==> src/rtl/timer_irq_device_pkg.sv <==
// Shared constants for the countdown timer: register offsets, CTRL bit
// positions, FSM state codes and mode codes.
package timer_irq_device_pkg;

  // Word offsets seen on Addr (byte address bits [3:2])
  localparam logic [1:0] TIMER_CTRL   = 2'd0;
  localparam logic [1:0] TIMER_PRESET = 2'd1;
  localparam logic [1:0] TIMER_COUNT  = 2'd2;

  // CTRL register bit positions
  localparam int CTRL_EN      = 0;
  localparam int CTRL_MODE_LO = 1;
  localparam int CTRL_MODE_HI = 2;
  localparam int CTRL_IM      = 3;

  typedef enum logic [1:0] {
    ST_IDLE = 2'd0,
    ST_LOAD = 2'd1,
    ST_CNT  = 2'd2,
    ST_INT  = 2'd3
  } state_e;

  typedef enum logic [1:0] {
    MODE_ONESHOT = 2'b00,
    MODE_RELOAD  = 2'b01
  } mode_e;

  // Only mode 01 auto-reloads; 00, 10 and 11 all behave as one-shot.
  function automatic logic is_reload(input logic [3:0] ctrl);
    return ctrl[CTRL_MODE_HI:CTRL_MODE_LO] == MODE_RELOAD;
  endfunction

endpackage

==> src/rtl/timer_irq_device.sv <==
// Memory-mapped countdown timer: CTRL/PRESET/COUNT registers on the device
// bus plus a four-state FSM that loads, counts down and flags expiry.
module timer_irq_device
  import timer_irq_device_pkg::*;
#(
  parameter int CNT_W = 32
) (
  input  logic        clk,
  input  logic        rst_n,
  input  logic [1:0]  Addr,
  input  logic        We,
  input  logic [31:0] DIn,
  output logic [31:0] DOut,
  output logic        IRQ
);

  logic [3:0]       ctrl_q, ctrl_d;
  logic [CNT_W-1:0] preset_q, preset_d;
  logic [CNT_W-1:0] count_q, count_d;
  logic             irq_flag_q, irq_flag_d;
  state_e           state_q, state_d;
  logic             ctrl_wr;

  // State register; reset acts immediately, independent of the clock.
  always_ff @(posedge clk or negedge rst_n) begin
    if (!rst_n) begin
      ctrl_q     <= '0;
      preset_q   <= '0;
      count_q    <= '0;
      irq_flag_q <= 1'b0;
      state_q    <= ST_IDLE;
    end else begin
      ctrl_q     <= ctrl_d;
      preset_q   <= preset_d;
      count_q    <= count_d;
      irq_flag_q <= irq_flag_d;
      state_q    <= state_d;
    end
  end

  // Bus writes first, then the FSM; the FSM's flag set is applied last so it
  // wins over a coincident clearing write, while a bus CTRL write is protected
  // from the one-shot Enable clear.
  always_comb begin
    ctrl_d     = ctrl_q;
    preset_d   = preset_q;
    count_d    = count_q;
    irq_flag_d = irq_flag_q;
    state_d    = state_q;
    ctrl_wr    = We && (Addr == TIMER_CTRL);

    if (We) begin
      case (Addr)
        TIMER_CTRL: begin
          ctrl_d     = DIn[3:0];
          irq_flag_d = 1'b0;
        end
        TIMER_PRESET: begin
          preset_d   = DIn[CNT_W-1:0];
          irq_flag_d = 1'b0;
        end
        default: ;
      endcase
    end

    case (state_q)
      ST_IDLE: begin
        if (ctrl_q[CTRL_EN]) state_d = ST_LOAD;
      end
      ST_LOAD: begin
        count_d = preset_q;
        state_d = ST_CNT;
      end
      ST_CNT: begin
        if (!ctrl_q[CTRL_EN]) begin
          state_d = ST_IDLE;
        end else if (count_q > CNT_W'(1)) begin
          count_d = count_q - CNT_W'(1);
        end else begin
          // A zero preset lands here too, so it expires after one CNT cycle.
          count_d    = '0;
          irq_flag_d = 1'b1;
          state_d    = ST_INT;
        end
      end
      ST_INT: begin
        if (is_reload(ctrl_q)) begin
          irq_flag_d = 1'b0;
          state_d    = ST_LOAD;
        end else begin
          if (!ctrl_wr) ctrl_d[CTRL_EN] = 1'b0;
          state_d = ST_IDLE;
        end
      end
      default: state_d = ST_IDLE;
    endcase
  end

  // Combinational read mux; unused upper bits and the reserved offset read 0.
  always_comb begin
    DOut = '0;
    case (Addr)
      TIMER_CTRL:   DOut[3:0]       = ctrl_q;
      TIMER_PRESET: DOut[CNT_W-1:0] = preset_q;
      TIMER_COUNT:  DOut[CNT_W-1:0] = count_q;
      default:      DOut            = '0;
    endcase
  end

  assign IRQ = irq_flag_q & ctrl_q[CTRL_IM];

endmodule
==> config.mk <==
export PLATFORM = sky130hd
export DESIGN_NAME = timer_irq_device
export DESIGN_NICKNAME = d
export VERILOG_FILES = /design/src/rtl/timer_irq_device_pkg.sv /design/src/rtl/timer_irq_device.sv
export SDC_FILE = /design/constraint.sdc
export NUM_CORES = 1
export LEC_CHECK = 0
export CAP_MARGIN = 25
export CORE_MARGIN = 4
export CORE_UTILIZATION = 45
export DETAILED_ROUTE_END_ITERATION = 12
export GPL_TIMING_DRIVEN = 0
export PLACE_DENSITY = 0.69
export SLEW_MARGIN = 15
export SYNTH_ARGS = -nofsm -noshare
export SYNTH_HDL_FRONTEND = slang
export SYNTH_SLANG_ARGS = --single-unit
==> constraint.sdc <==
create_clock -name clk -period 3.6 [get_ports clk]
set_input_delay 0.36 -clock clk [delete_from_list [all_inputs] [get_ports clk]]
set_output_delay 0.36 -clock clk [all_outputs]
set_load 0.01 [all_outputs]
# Word level (Yosys, flattened, before mapping)
# Index checks and enable logic that the tools add are counted.
# Widths: inputs -> output; s select.
[totals] register_bits=71 in_bits=37
[op_classes] n_addsub=1 n_lt_le_gt_ge=1 n_eq_ne=9 mux=21 bitwise=1 n_reduce_logical=9
[ops] operator="$mux 32" n=2
[ops] operator="$pmux 32 s2" n=1
[ops] operator="$pmux 28 s2" n=1
[ops] operator="$gt 32x1->1 const B" n=1
[ops] operator="$sub 32x1->32 const B" n=1
[ops] operator="$pmux 4 s3" n=1
[ops] operator="$mux 1" n=11
[ops] operator="$pmux 2 s4" n=1
[ops] operator="$reduce_and 2->1" n=4
[ops] operator="$eq 2x1->1 const B" n=3
[ops] operator="$eq 2x2->1 const B" n=3
[ops] operator="$mux 2" n=3
[ops] operator="$logic_not 2->1" n=2
[ops] operator="$ne 2x2->1 const B" n=2
[ops] operator="$ne 3x3->1 const B" n=1
[ops] operator="$pmux 1 s2" n=1
[ops] operator="$reduce_bool 2->1" n=1
[ops] operator="$reduce_or 2->1" n=1
[ops] operator="$and 1x1->1" n=1
[ops] operator="$logic_and 1x1->1" n=1

# Logic depth before layout (Yosys ltp)
[logic_depth] depth_word=7 depth_mapped=8 mapped_depth_nobuf=7

# Worst setup path after synthesis
# No wires, ideal clock.
[synth_path] kind="flip-flop to flip-flop" from="reg count_q[26]" to="reg count_q[12]" setup_ps=126 t_arrival_ps=2471 required_ps=3474 slack_ps=1003 path_stages_with_launch=8 path_buffers=2 path_cell_list="dfrtp_1 -> or4_4 -> or3_1 -> buf_6 -> or4_4 -> buf_6 -> a31o_1 -> a221o_1"
[synth_via] elab_chain_cells=4
[synth_lines] element="from (decl)" line="timer_irq_device.sv:19" source="logic [CNT_W-1:0] count_q, count_d;"
[synth_lines] element="from (signal assigned)" line="timer_irq_device.sv:35" source="count_q <= count_d;"
[synth_lines] element="$gt 32x1->1" line="timer_irq_device.sv:77" source="end else if (count_q > CNT_W'(1)) begin"
[synth_lines] element="$mux 32" line="timer_irq_device.sv:77"
[synth_lines] element="$mux 32" line="timer_irq_device.sv:75" source="if (!ctrl_q[CTRL_EN]) begin"
[synth_lines] element="$pmux 32 s2" line="timer_irq_device.sv:66" source="case (state_q)"
# No other way between the ends. The select of a mux whose other input is x is not followed.
# A chain may end at the register's enable or synchronous reset.

# Worst setup path after layout
[layout_path] from="in Addr[0]" to="out DOut[8]"
[layout_via] elab_chain_cells=2 elab_cells_between_ends=3 classes_between="2 x eq/ne; 1 x mux"
[layout_lines] element="from (decl)" line="timer_irq_device.sv:10" source="input logic [1:0] Addr,"
[layout_lines] element="$eq 2x2->1 / $eq 2x1->1 (equally long branches)" line="timer_irq_device.sv:102" source="case (Addr)"
[layout_lines] element="$pmux 28 s2 *" line="timer_irq_device.sv:102"
[layout_lines] element="to (decl)" line="timer_irq_device.sv:13" source="output logic [31:0] DOut,"
# Every way passes the cells marked *; elsewhere a longest branch is shown, timed or not.

==> results.md <==
- The flow ran to the end, and the final reports show no timing, DRC or antenna violations.
- The cell leakage power is 1.987 nW.
- The worst setup path is launched from an input port.
- The initial antenna violation count came to 0.
- The maximum count of clock buffers along a single path is 2.
- The number of global-route vias before repair was 3870.
- The remaining antenna violation count after routing is 0.
- In this run the clock root is driven by a sky130_fd_sc_hd__clkbuf_8.
- In this run the worst hold path is classified as input port to async pin.
- The largest driver fanout on the critical path is 10.
- The starting DRC count in detailed routing is between 300 and 400.
- Across the VDD grid, the largest voltage drop is 0.2477 mV.
- The count of buffers added on input and output ports is 69.
- The die is 104.0 µm wide.
- Counting every instance in the synthesized netlist gives just over 400.
- The worst path needs about 3.3 ns of the cycle, external delays included.
- STA classifies the critical path endpoint as an output pin.
- Counting flops with a built-in enable in the synthesized netlist gives 0.
- The met1 wire length is 6290 µm.
- The post-synthesis async set-or-reset flop share is 1.000.
- The net count after synthesis is 455.
- After synthesis, the cell types taking the most area are sky130_fd_sc_hd__dfrtp_1 43%, sky130_fd_sc_hd__mux2_2 9.5%, sky130_fd_sc_hd__a22oi_1 6.7%.
- The fraction of the core area covered by cells at the end of the flow is 0.5912.
- The global routing usage summed across all routing layers is 0.2545.
- The worst pin sits at a relative slew slack of 0.4370.
- The length of routed met3 wiring is 660 µm.
- The synthesis-stage register bit count is 71.
- The leading register cell type out of synthesis is sky130_fd_sc_hd__dfrtp_1.
- Among the stages of the critical path, the cell type that occurs most often is sky130_fd_sc_hd__clkdlybuf4s50_1.
- The number of core rows is 34.
- The average routed wire per standard cell is 22.54 µm.
- After detailed routing, no signal wire sits above met4.
- The via count is 3871.
- The cell count after placement is 590.
- The post-detailed-routing wire length is 13680 µm.
- Static timing analysis puts the maximum clock frequency at about 300 MHz.
- In this run the cell area of the synthesized design comes to 4146 µm².
- The peak per-stage delay on the critical path is 0.61 ns.
- The fill cell total of the finished layout is 791.
- The period utilization is 0.9218.
- Max-cap violations in this run came to 0.
- The initial cell density of the core is 0.4686.
- After synthesis, the mean cell area works out to 10.06 µm².
- The placed wire-length estimate is 9751 µm.
- During I/O placement, the number of pins put on the boundary was 70.
- The first TritonRoute pass finished after 5 iterations.
- The total inserted antenna cells is 0.
- The top cell type by total area after synthesis is sky130_fd_sc_hd__dfrtp_1.
- The clock-pin transition on the worst setup and hold timing paths is 0.08 ns.
- The growth of design area from synthesis to finish is 26.16%.
- The share of the Yosys chip area taken by registers is 0.4285.
- The TritonCTS clock tree is built.
- CTS saw a little over 70 sinks.
- The count of pins over their slew limit came to 0.
- Once routing completed, OpenROAD measured the worst setup slack at 0.2815 ns.
- Dividing total power by cell area gives a power density of 670.2 nW/µm².
- For the worst-skew pair, the clock arrives at the later sink with an insertion delay of 0.36 ns.
- The highest-delay cell along the critical path is sky130_fd_sc_hd__ha_1.
- Leaving out filler cells and counting taps, the final layout contains a little over 600.
- The arrival time of data at the critical path endpoint is 2.96 ns.
- STA puts the critical path data required time at around 3.2 ns.
- In the detailed route, the total length drawn on met2 is roughly 6600 µm.
- The fraction of final layout cells with drive strength greater than 1 is 0.1383.
- In this run, CTS created clock tree buffers numbering 9.
- Setup violations remaining at the end of the flow were counted as 0.
- The largest net degree at the start of global routing is 40.
- In this run, distinct cell masters in the synthesized netlist total 51.
- The die is 104.0 µm tall.
- The final hold slack is 0.4851 ns.
- The die covers 10810 µm².
- The share of the synthesized area in the top cell type is 0.4285.
- The worst setup path category is input port to output pin.
- The first-pass GRT wire length is 21690 µm.
- The H-tree was split into 3 levels.
- The final weighted congestion in routability-driven placement is a little over 0.9.
- The via density per instance is 6.377.
- Timing analysis after detailed placement gives a worst setup slack of 0.2711 ns.
- Setup repair after global routing left no endpoint under its margin.
- After detailed routing, the number of remaining DRC violations is 0.
- The core area is 8848 µm².
- After the last flow step, the layout net total stands at approximately 540.
- The total overflow left after global routing is 0.
- During synthesis, Yosys emitted a total of 0 warnings.
- The setup clock skew after layout is 0.01056 ns.
- The count of endpoints failing hold in the final timing report was 0.
- The worst-margin pin slew is 0.8368 ns.
- Once the clock tree was built, the resizer swapped 0 gates to a different size.
- The signal on the critical path passes through clkdlybuf4s50_1, inv_1, ha_1, clkbuf_1, nor2b_1, clkdlybuf4s50_1.
==> logic make-up after synthesis <==
kind of cell               after synthesis  synth area share
DFF                                     71            0.4285
adders and majority gates                6           0.01810
and+or+nand+nor                        155            0.2148
muxes                                   39            0.1047
buffers and inverters                   35           0.03591
AOI/OAI and AO/OA                      106            0.1980
==> flip-flops by register name (all words and copies together) (netlist names) <==
| register | flops |
|---|---|
| preset_q | 32 |
| irq_flag_q | 1 |
| count_q | 32 |
| ctrl_q | 4 |
| state_q | 2 |
==> worst max-delay path, delay by kind of cell <==
family                     cells  cell delay [ns]
and+or+nand+nor                1             0.21
adders and majority gates      1             0.61
buffers and inverters          4             1.77
==> final timing paths <==
path,from,endpoint,slack [ns],cells after the start
max in group asynchronous,rst_n,count_q[29],2.53,3
min in group clk,irq_flag_q,irq_flag_q,0.53,2
max reg2reg,count_q[8],count_q[15],0.36,6
min reg2reg,irq_flag_q,irq_flag_q,0.53,2
min,rst_n,preset_q[11],0.49,2
max,Addr[0],DOut[8],0.28,6
==> synth_stat cells, types with 8 or more instances <==
master and instances:
sky130_fd_sc_hd__a22oi_1 37, sky130_fd_sc_hd__clkbuf_1 20, sky130_fd_sc_hd__dfrtp_1 71, sky130_fd_sc_hd__mux2_2 35, sky130_fd_sc_hd__nand2_1 23, sky130_fd_sc_hd__nand3_1 13
sky130_fd_sc_hd__nor2_1 20, sky130_fd_sc_hd__nor2b_1 31, sky130_fd_sc_hd__nor3_1 13, sky130_fd_sc_hd__o211ai_1 8, sky130_fd_sc_hd__o21ai_0 8, sky130_fd_sc_hd__o31ai_1 8
sky130_fd_sc_hd__or3_1 12, sky130_fd_sc_hd__or4_1 10
==> cell usage in the layout, fill, tap and decap left out, drive strengths merged, types with 2 or more instances in the layout <==
| cell | instances |
|---|---|
| a211o | 2 |
| a21oi | 4 |
| a221o | 5 |
| a221oi | 3 |
| a222oi | 4 |
| a22o | 5 |
| a22oi | 37 |
| a311o | 2 |
| a31oi | 5 |
| and2 | 4 |
| buf | 10 |
| bufinv | 2 |
| clkbuf | 31 |
| clkdlybuf4s50 | 68 |
| clkinvlp | 2 |
| dfrtp | 71 |
| ha | 6 |
| inv | 7 |
| mux2 | 35 |
| mux2i | 4 |
| nand2 | 23 |
| nand2b | 4 |
| nand3 | 13 |
| nand4 | 5 |
| nor2 | 20 |
| nor2b | 31 |
| nor3 | 13 |
| nor4 | 8 |
| o2111ai | 2 |
| o211ai | 8 |
| o21ai | 8 |
| o22ai | 2 |
| o311a | 4 |
| o311ai | 3 |
| o31ai | 8 |
| or2 | 3 |
| or3 | 13 |
| or4 | 14 |
==> power breakdown <==
part / internal, mW / switching [mW]
logic: 0.615 / 0.721
registers: 1.07 / 0.345
clock network: 0.427 / 0.328
==> layer usage <==
layer,global-route usage,vias to the layer above
met1,0.3577,1970
met3,0.03662,15
li1,-,1758
met2,0.4123,128
met5,0,-
met4,0.06743,0
==> repair_timing <==
item / in CTS / in global routing
hold buffers: 1 / 0
setup buffers: 0 / 0
hold endpoints to repair: 32 / 0
==> cell type report <==
| class | count | area [µm²] | area share |
|---|---|---|---|
| Buffer | 28 | 122.6 | 0.02344 |
| Clock buffer | 11 | 151.4 | 0.02894 |
| Multi-Input combinational cell | 306 | 2221 | 0.4245 |
| Inverter | 7 | 26.28 | 0.005023 |
| Timing Repair Buffer | 71 | 718.2 | 0.1373 |
| Tap cell | 108 | 135.1 | 0.02583 |
| Sequential cell | 71 | 1777 | 0.3396 |
| Clock inverter | 5 | 80.08 | 0.01531 |
==> metrics by stage <==
step | instance area [µm²] | setup TNS, ns | power [mW]
5_1_grt | 5231 | 0 | 3.712
2_1_floorplan | 4146 | 0 | 2.220
6_report | 5231 | 0 | 3.506
3_3_place_gp | 4972 | -26.81 | 2.712
4_1_cts | 5231 | 0 | 3.492
3_5_place_dp | 4990 | 0 | 2.742
No activity file was read; power rests on OpenSTA's default activity.
